`config.mk`:
```
export PLATFORM = sky130hd
export DESIGN_NAME = counter_prescaled
export DESIGN_NICKNAME = d
export VERILOG_FILES = /design/src/rtl/counter_prescaled.sv
export SDC_FILE = /design/constraint.sdc
export NUM_CORES = 1
export LEC_CHECK = 0
export BUFFER_PORTS_ARGS = -buffer_cell sky130_fd_sc_hd__buf_2
export CORE_UTILIZATION = 51
export CTS_CLUSTER_SIZE = 20
export DETAILED_ROUTE_END_ITERATION = 10
export PLACE_DENSITY = 0.78
export SYNTH_ARGS = -nofsm -noshare
export SYNTH_HDL_FRONTEND = slang
export SYNTH_SLANG_ARGS = --single-unit
```
`constraint.sdc`:
```
create_clock -name clk -period 2.8 [get_ports clk]
set_input_delay 0.14 -clock clk [delete_from_list [all_inputs] [get_ports clk]]
set_output_delay 0.14 -clock clk [all_outputs]
set_load 0.005 [all_outputs]
```
`src/rtl/counter_prescaled.sv`:
```
// Programmable prescaler driving a modulo up/down counter with free-run and one-shot modes.
// Exports the top OUT_BITS of the count as a slow scan index, plus step (tick) and wrap pulses.
module counter_prescaled #(
  parameter int unsigned CNT_WIDTH  = 20,
  parameter int unsigned PRE_WIDTH  = 8,
  parameter int unsigned OUT_BITS   = 3,
  parameter bit          AUTO_START = 1'b1
) (
  input  logic                 clk,
  input  logic                 rst,
  input  logic                 en,
  input  logic                 start,
  input  logic                 mode,
  input  logic                 dir,
  input  logic                 load,
  input  logic [CNT_WIDTH-1:0] load_val,
  input  logic [PRE_WIDTH-1:0] prescale,
  input  logic [CNT_WIDTH-1:0] modulo,
  output logic [CNT_WIDTH-1:0] value,
  output logic [OUT_BITS-1:0]  count,
  output logic                 tick,
  output logic                 wrap,
  output logic                 busy,
  output logic                 done
);

  localparam logic [1:0] ST_IDLE = 2'd0;
  localparam logic [1:0] ST_RUN  = 2'd1;
  localparam logic [1:0] ST_DONE = 2'd2;

  logic [1:0]           state_q, state_d;
  logic [CNT_WIDTH-1:0] value_q, value_d;
  logic [PRE_WIDTH-1:0] pre_q, pre_d;
  logic                 tick_q, tick_d;
  logic                 wrap_q, wrap_d;
  logic [CNT_WIDTH-1:0] term_c;

  // One-shot stops on the value a step in the current direction ends on.
  assign term_c = dir ? '0 : modulo;

  // State and datapath registers.
  always_ff @(posedge clk) begin
    if (rst) begin
      state_q <= AUTO_START ? ST_RUN : ST_IDLE;
      value_q <= '0;
      pre_q   <= '0;
      tick_q  <= 1'b0;
      wrap_q  <= 1'b0;
    end else begin
      state_q <= state_d;
      value_q <= value_d;
      pre_q   <= pre_d;
      tick_q  <= tick_d;
      wrap_q  <= wrap_d;
    end
  end

  // Next-state: load beats start, start beats stepping.
  always_comb begin
    state_d = state_q;
    value_d = value_q;
    pre_d   = pre_q;
    tick_d  = 1'b0;
    wrap_d  = 1'b0;
    if (load) begin
      value_d = load_val;
      pre_d   = '0;
    end else if (start && (state_q != ST_RUN)) begin
      state_d = ST_RUN;
      pre_d   = '0;
    end else if ((state_q == ST_RUN) && en) begin
      // >= so that lowering prescale mid-count steps immediately.
      if (pre_q >= prescale) begin
        pre_d  = '0;
        tick_d = 1'b1;
        if (!dir) begin
          if (value_q >= modulo) begin
            value_d = '0;
            wrap_d  = 1'b1;
          end else begin
            value_d = value_q + CNT_WIDTH'(1);
          end
        end else begin
          if ((value_q == '0) || (value_q > modulo)) begin
            value_d = modulo;
            wrap_d  = 1'b1;
          end else begin
            value_d = value_q - CNT_WIDTH'(1);
          end
        end
        if (mode && (value_d == term_c)) begin
          state_d = ST_DONE;
        end
      end else begin
        pre_d = pre_q + PRE_WIDTH'(1);
      end
    end
  end

  assign value = value_q;
  assign count = value_q[CNT_WIDTH-1 -: OUT_BITS];
  assign tick  = tick_q;
  assign wrap  = wrap_q;
  assign busy  = (state_q == ST_RUN);
  assign done  = (state_q == ST_DONE);

endmodule

```
==> out/results.ini, run 1 <==
[sta]
worst_pin_slew_ns=0.6361
hold_viol_final=0
final.setup.worst_slack_ns=-0.5390
max_freq_mhz=299.5
setup_viol=14
skew_ns=0.01061
fin_crit_ns=3.339
drv_slew=0
timing.hold.ws_ns=0.07358
relSlewSlack_pct=57.59
rsz0062_at_grt=yes
min_period_over_period_pct=119.2

[run_status]
violations=negative setup slack
outcome=complete, but fails checks

[final_layout]
layout_commonest_cell=buf_4
area_growth_pct=58.04
final_core_util_pct=83.42
drive_gt1_share_pct=46.58
final_area_mm2=0.006480
seq_area_um2=661.9
multi_input_area_mm2=0.003618
final_nets=876
final_cell_mix=154 x buf_4, 82 x buf_2, 54 x nand2_1, 50 x a21oi_1, 42 x inv_1
nFillCells=506
antenna_cells=0
fin_cells=892

[logic_synthesis]
synthFlopType=dfxtp_1
yosysWarnings=0
synth_compound_area_share_pct=32.93
yosys.area_share.simple_pct=25.85
synthesis.nets=662
ys_ff_latch=32
synth-adder-area-share_pct=9.765
synth_area_mm2=0.004100
synth_edf_count=0
synthArstFlopShare_pct=0
synth_xor_area_share_pct=5.767
synthCells=575
yosysSeqAreaShare_pct=15.62
synth_top_family_by_area=compound AO/OA/AOI/OAI gates
synth_cell_type_count=78
synth.mux.area_fraction_pct=0.2441
avgSynthCellArea_um2=7.131

[floorplan]
ios=82
fp.dieW_um=91.67
dieArea_mm2=0.008402
rows=32
initial_core_util_pct=52.79
die-height_um=91.67
core_region_area_mm2=0.007767

[min_path]
hp-start=load_val[14]
hold_class=in -> reg

[clock_network]
cts_sinks=32
cts_buffers=5
cts_max_level=2
ctsLongestPathBuffers=2
clkTransAtPathRegs_ns=0.09
cts_hold_buf=0
cts_root_buf=clkbuf_8
cts_tree=yes
insertion_delay_ns=0.30

[power_and_ir_drop]
finalPower_mw=2.133
peakVddDrop_v=0.0002471
leakage_nw=2.883
p_per_area_mw_per_mm2=329.1

[critical_path]
worstPathRequired_ns=2.99
crit_arrival_ns=3.53
critPathMostFrequentCell=buf_6
cp_cell_sequence=ha_4 > nand4_1 > nor4_4 > and2_4 > a31oi_4 > buf_6 > buf_6 > o21ai_4 > buf_6 > o221ai_1 > a2bb2oi_2 > o2111a_1 > nand4_1 > o31a_1
cp_slowest_cell=nor4_4
worst-path-max-fanout=6
cpPeakStageDelay_ns=0.40
critPathBufInv=3
timing.rr.start=value[11]
path_class=reg -> reg
crit_start=value[11]
crit_family=compound AO/OA/AOI/OAI gates
cp-end-kind=flip-flop
start_kind=flip-flop

[route]
drc=0
firstDrtPassIters=6
wirelength_mm=20.42
wire_per_inst_um=22.90
viasPerCell=6.701
via_count=5977
drtIter0Drc=897
ant_nets=0

[grt]
overflow=0
grt_max_degree=34
grt_pass1_wl_mm=29.77
antenna_found_initial=0
grt_pass1_vias=5638
grt_use_total_pct=46.44

[placed_design]
placed_cells_incl_taps=868
portBuffers=81
dp_hpwl_mm=14.89
place_area_mm2=0.005663
gp_congestion=1.128

[flow_run]
maxCapViolCount=0

[per-layer routing]
| metal | vias up | GRT usage (%) | wire (um) |
|---|---|---|---|
| li1 | 2581 | - | - |
| met1 | 2706 | 57.12 | 7369 |
| met3 | 145 | 10.12 | 2680 |
| met5 | - | 0 | 0 |
| met4 | 0 | 29.37 | 1628 |
| met2 | 545 | 73.31 | 8746 |
[power breakdown]
group | leakage (nW) | switching, mW | internal [mW]
sequential | 0.268 | 0.0184 | 0.474
clock | 0.0645 | 0.215 | 0.315
combinational | 2.55 | 0.596 | 0.515
[per-stage QoR]
| step | TNS (ns) | worst slack [ns] |
|---|---|---|
| finish | -2.382 | -0.5390 |
| global route | -4.016 | -0.5822 |
| CTS | -1.129 | -0.3243 |
| detailed placement | -3.757 | -0.5829 |
| global placement | -2.388 | -0.4879 |
| floorplan | -0.09033 | -0.08183 |
[area by class of cell]
class,count,area share (%)
multi-input combinational,455,55.84
timing repair buffer,253,27.59
sequential,32,10.21
inverter,42,2.433
tap,102,1.969
clock buffer,7,1.487
clock inverter,1,0.4634
[cell usage after synthesis, types with 4 or more instances]
cell | instances | area (um2)
o21ai_0 | 26 | 130.1
xor2_1 | 11 | 96.34
buf_2 | 10 | 50.05
a221oi_1 | 4 | 35.03
or3_1 | 4 | 25.02
buf_6 | 5 | 56.30
nor4_1 | 10 | 62.56
nand4_1 | 16 | 100.1
xnor2_1 | 16 | 140.1
and3_1 | 7 | 43.79
a21o_1 | 7 | 52.55
o22ai_1 | 6 | 37.54
o211ai_1 | 20 | 150.1
a211oi_1 | 8 | 60.06
ha_1 | 32 | 400.4
buf_4 | 6 | 45.04
inv_1 | 42 | 157.7
a31oi_1 | 4 | 25.02
a21oi_1 | 61 | 305.3
a2bb2oi_1 | 4 | 35.03
nand2_1 | 56 | 210.2
dfxtp_1 | 32 | 640.6
clkbuf_1 | 24 | 90.09
nor3_1 | 14 | 70.07
a211o_1 | 5 | 43.79
nor2_1 | 43 | 161.4
and2_1 | 5 | 31.28
o221ai_1 | 6 | 52.55
nand2b_1 | 4 | 25.02
nand3_1 | 13 | 65.06
[state kept, by name (all words and copies together), names as in the netlist]
signal,flops
value,20
pre_q,8
state_q,2
tick,1
wrap,1
[worst register-to-register path, stage by stage, from the launching register on]
cell	delay [ns]
dfxtp_2	0.35
ha_4	0.28
nand4_1	0.21
nor4_4	0.40
and2_4	0.25
a31oi_4	0.07
buf_6	0.18
buf_6	0.13
o21ai_4	0.19
buf_6	0.17
o221ai_1	0.14
a2bb2oi_2	0.31
o2111a_1	0.28
nand4_1	0.13
o31a_1	0.14
[kinds of logic after synthesis]
logic type	count (synthesis)
buf+inv	88
fa+ha+maj	32
mux	1
compound gates	196
xor+xnor	27
flops	32
simple gates	199
[path summary, 6_finish.rpt]
kind,to,slack [ns],depth (start not counted)
setup / recovery,state_q[0],-0.54,14
hold / removal,value[14],0.07,3
hold reg to reg,pre_q[7],0.51,2
setup reg to reg,state_q[0],-0.54,14
[repair_timing]
action	4_1_cts	5_1_grt
cloned	0	2
setup endpoints to repair	18	22
setup buffers	7	9
resized for setup	56	58
pin swaps	24	29
Note: power is estimated with default switching activity, not from simulation.
==> run 2: changes to the inputs <==
Settings changed: CORE_UTILIZATION 51 to 52, CTS_BUF_LIST from default to sky130_fd_sc_hd__clkbuf_4, PLACE_DENSITY 0.78 to 0.79.
==> run 2 against run 1 <==
- the run ends with negative hold slack, negative setup slack left
- non-clock buffer count up 7
- final area down 1.9%
- hold slack got worse by 0.076 ns
- first-iteration DRC count decreased by 22%
- critical path depth unchanged
==> out/results.ini, run 2 (synthesized netlist as in run 1, its figures left out) <==
[final_layout]
final_nets=883  ; was 876
layout_commonest_cell=buf_4  ; unchanged
fin_cells=899  ; was 892
largest_reg_flops=20  ; unchanged
final_core_util_pct=82.73  ; was 83.42%
final_area_mm2=0.006360  ; was 0.006480 mm2
area_growth_pct=55.11  ; was 58.04%
drive_gt1_share_pct=45.29  ; was 46.58%
final_cell_mix=162 x buf_4, 81 x buf_2, 54 x nand2_1, 50 x a21oi_1, 42 x inv_1  ; was 154 x buf_4, 82 x buf_2, 54 x nand2_1, 50 x a21oi_1, 42 x inv_1
antenna_cells=0  ; unchanged
nFillCells=526  ; was 506

[placed_design]
place_area_mm2=0.005713  ; was 0.005663 mm2
dp_hpwl_mm=14.61  ; was 14.89 mm
placed_cells_incl_taps=873  ; was 868
portBuffers=81  ; unchanged
gp_congestion=1.046  ; was 1.128

[power_and_ir_drop]
switchingPower_mw=0.7977  ; was 0.8293 mW
leakage_nw=2.863  ; was 2.883 nW
power.internal_mw=1.170  ; was 1.304 mW
finalPower_mw=1.968  ; was 2.133 mW
switching_share_pct=40.54  ; was 38.88%
p_clk_share_pct=19.8  ; was 24.8%
peakVddDrop_v=0.0002310  ; was 0.0002471 V
sequentialPowerShare_pct=25.0  ; was 23.1%
combPwrFrac_pct=55.2  ; was 52.1%
p_per_area_mw_per_mm2=309.4  ; was 329.1 mW/mm2

[sta]
fin_crit_ns=3.248  ; was 3.339 ns
final.setup.worst_slack_ns=-0.4484  ; was -0.5390 ns
hold_viol_final=2  ; was 0
relSlewSlack_pct=39.93  ; was 57.59%
skew_ns=0.01228  ; was 0.01061 ns
min_period_over_period_pct=116.0  ; was 119.2%
setup_viol=20  ; was 14
rsz0062_at_grt=yes  ; unchanged
drv_slew=0  ; unchanged
max_freq_mhz=307.8  ; was 299.5 MHz
worst_pin_slew_ns=0.8957  ; was 0.6361 ns
timing.hold.ws_ns=-0.002092  ; was 0.07358 ns

[clock_network]
cts_tree=yes  ; unchanged
cts_root_buf=clkbuf_4  ; was clkbuf_8
cts_hold_buf=0  ; unchanged
clkTransAtPathRegs_ns=0.13  ; was 0.09 ns
ctsLongestPathBuffers=2  ; unchanged
cts_sinks=32  ; unchanged
cts_buffers=5  ; unchanged
insertion_delay_ns=0.37  ; was 0.30 ns
cts_max_level=2  ; unchanged

[grt]
grt_pass1_vias=5574  ; was 5,638
antenna_found_initial=0  ; unchanged
grt_use_total_pct=46.31  ; was 46.44%
grt_max_degree=34  ; unchanged
grt_pass1_wl_mm=29.45  ; was 29.77 mm
overflow=0  ; unchanged

[min_path]
whs_path_depth=3  ; unchanged
hold_class=in -> reg  ; unchanged

[route]
ant_nets=0  ; unchanged
via_count=5865  ; was 5,977
drc=0  ; unchanged
firstDrtPassIters=6  ; unchanged
wirelength_mm=19.41  ; was 20.42 mm
wire_per_inst_um=21.59  ; was 22.90 um
viasPerCell=6.524  ; was 6.701
drtIter0Drc=703  ; was 897

[floorplan]
dieArea_mm2=0.008244  ; was 0.008402 mm2
die-height_um=90.80  ; was 91.67 um
initial_core_util_pct=53.34  ; was 52.79%
core_region_area_mm2=0.007687  ; was 0.007767 mm2
fp.dieW_um=90.80  ; was 91.67 um
rows=32  ; unchanged
ios=82  ; unchanged

[run_status]
outcome=complete, but fails checks  ; unchanged
violations=negative hold slack, negative setup slack  ; was negative setup slack

[critical_path]
worst-path-max-fanout=6  ; unchanged
cp-end-kind=flip-flop  ; unchanged
worstPathRequired_ns=3.07  ; was 2.99 ns
r2r_cells=14  ; unchanged
path_class=reg -> reg  ; unchanged
start_kind=flip-flop  ; unchanged
crit_arrival_ns=3.52  ; was 3.53 ns

[flow_run]
maxCapViolCount=0  ; unchanged

run 2: final cells by class:
class	instances	area, um2	share of cell area (%)
well taps	102	127.6	2.007
clock inverters	3	42.54	0.6689
multi-input cells	455	3512	55.22
repair buffers	260	1822	28.64
flip-flops and latches	32	660.6	10.39
clock buffers	5	37.54	0.5902
inverters	42	157.7	2.479
run 2: worst max-delay path, cell delays in order, from the launching register on:
cell       delay [ns]
dfxtp_2          0.36
ha_4             0.24
nand4_1          0.21
buf_4            0.17
nor2_1           0.05
a22oi_2          0.27
buf_4            0.19
a31oi_4          0.13
buf_6            0.16
nor3_1           0.20
o22ai_2          0.13
or3_1            0.37
a2111oi_4        0.35
nand4_1          0.17
o31a_1           0.14
run 2: final timing paths:
path	end	start	slack, ns
setup / recovery	state_q[0]	value[12]	-0.45
setup reg to reg	state_q[0]	value[12]	-0.45
hold / removal	value[14]	load_val[14]	-0.002
hold reg to reg	pre_q[7]	pre_q[7]	0.53
run 2: repair_timing:
action,in CTS,in global routing
cloned,0,0
pin swaps,31,25
gates resized for setup,63,27
buffers inserted,12,8
setup endpoints to repair,16,29
run 2: power groups by stage:
| stage | registers, mW | clock network [mW] | logic, mW |
|---|---|---|---|
| 2_1_floorplan | 0.505 | 0 | 0.457 |
| 3_3_place_gp | 0.497 | 0 | 0.886 |
| 3_5_place_dp | 0.499 | 0 | 0.899 |
| 4_1_cts | 0.491 | 0.383 | 0.994 |
| 5_1_grt | 0.494 | 0.404 | 1.13 |
| 6_report | 0.492 | 0.389 | 1.09 |
run 2: routing by layer:
layer  GRT usage (%)  up-vias  share of wire, %
met5               0        -                 0
met4           31.22        0               8.1
met3           11.11      144                12
met2           72.73      475                42
met1           55.78     2660                37
li1                -     2586                 -
run 2: through the flow:
| stage | TNS [ns] | worst slack (ns) |
|---|---|---|
| after floorplan | -0.09033 | -0.08183 |
| after global placement | -2.005 | -0.4922 |
| after detailed placement | -2.449 | -0.4962 |
| after CTS | -0.7917 | -0.2967 |
| after global routing | -5.942 | -0.5720 |
| final | -3.766 | -0.4484 |
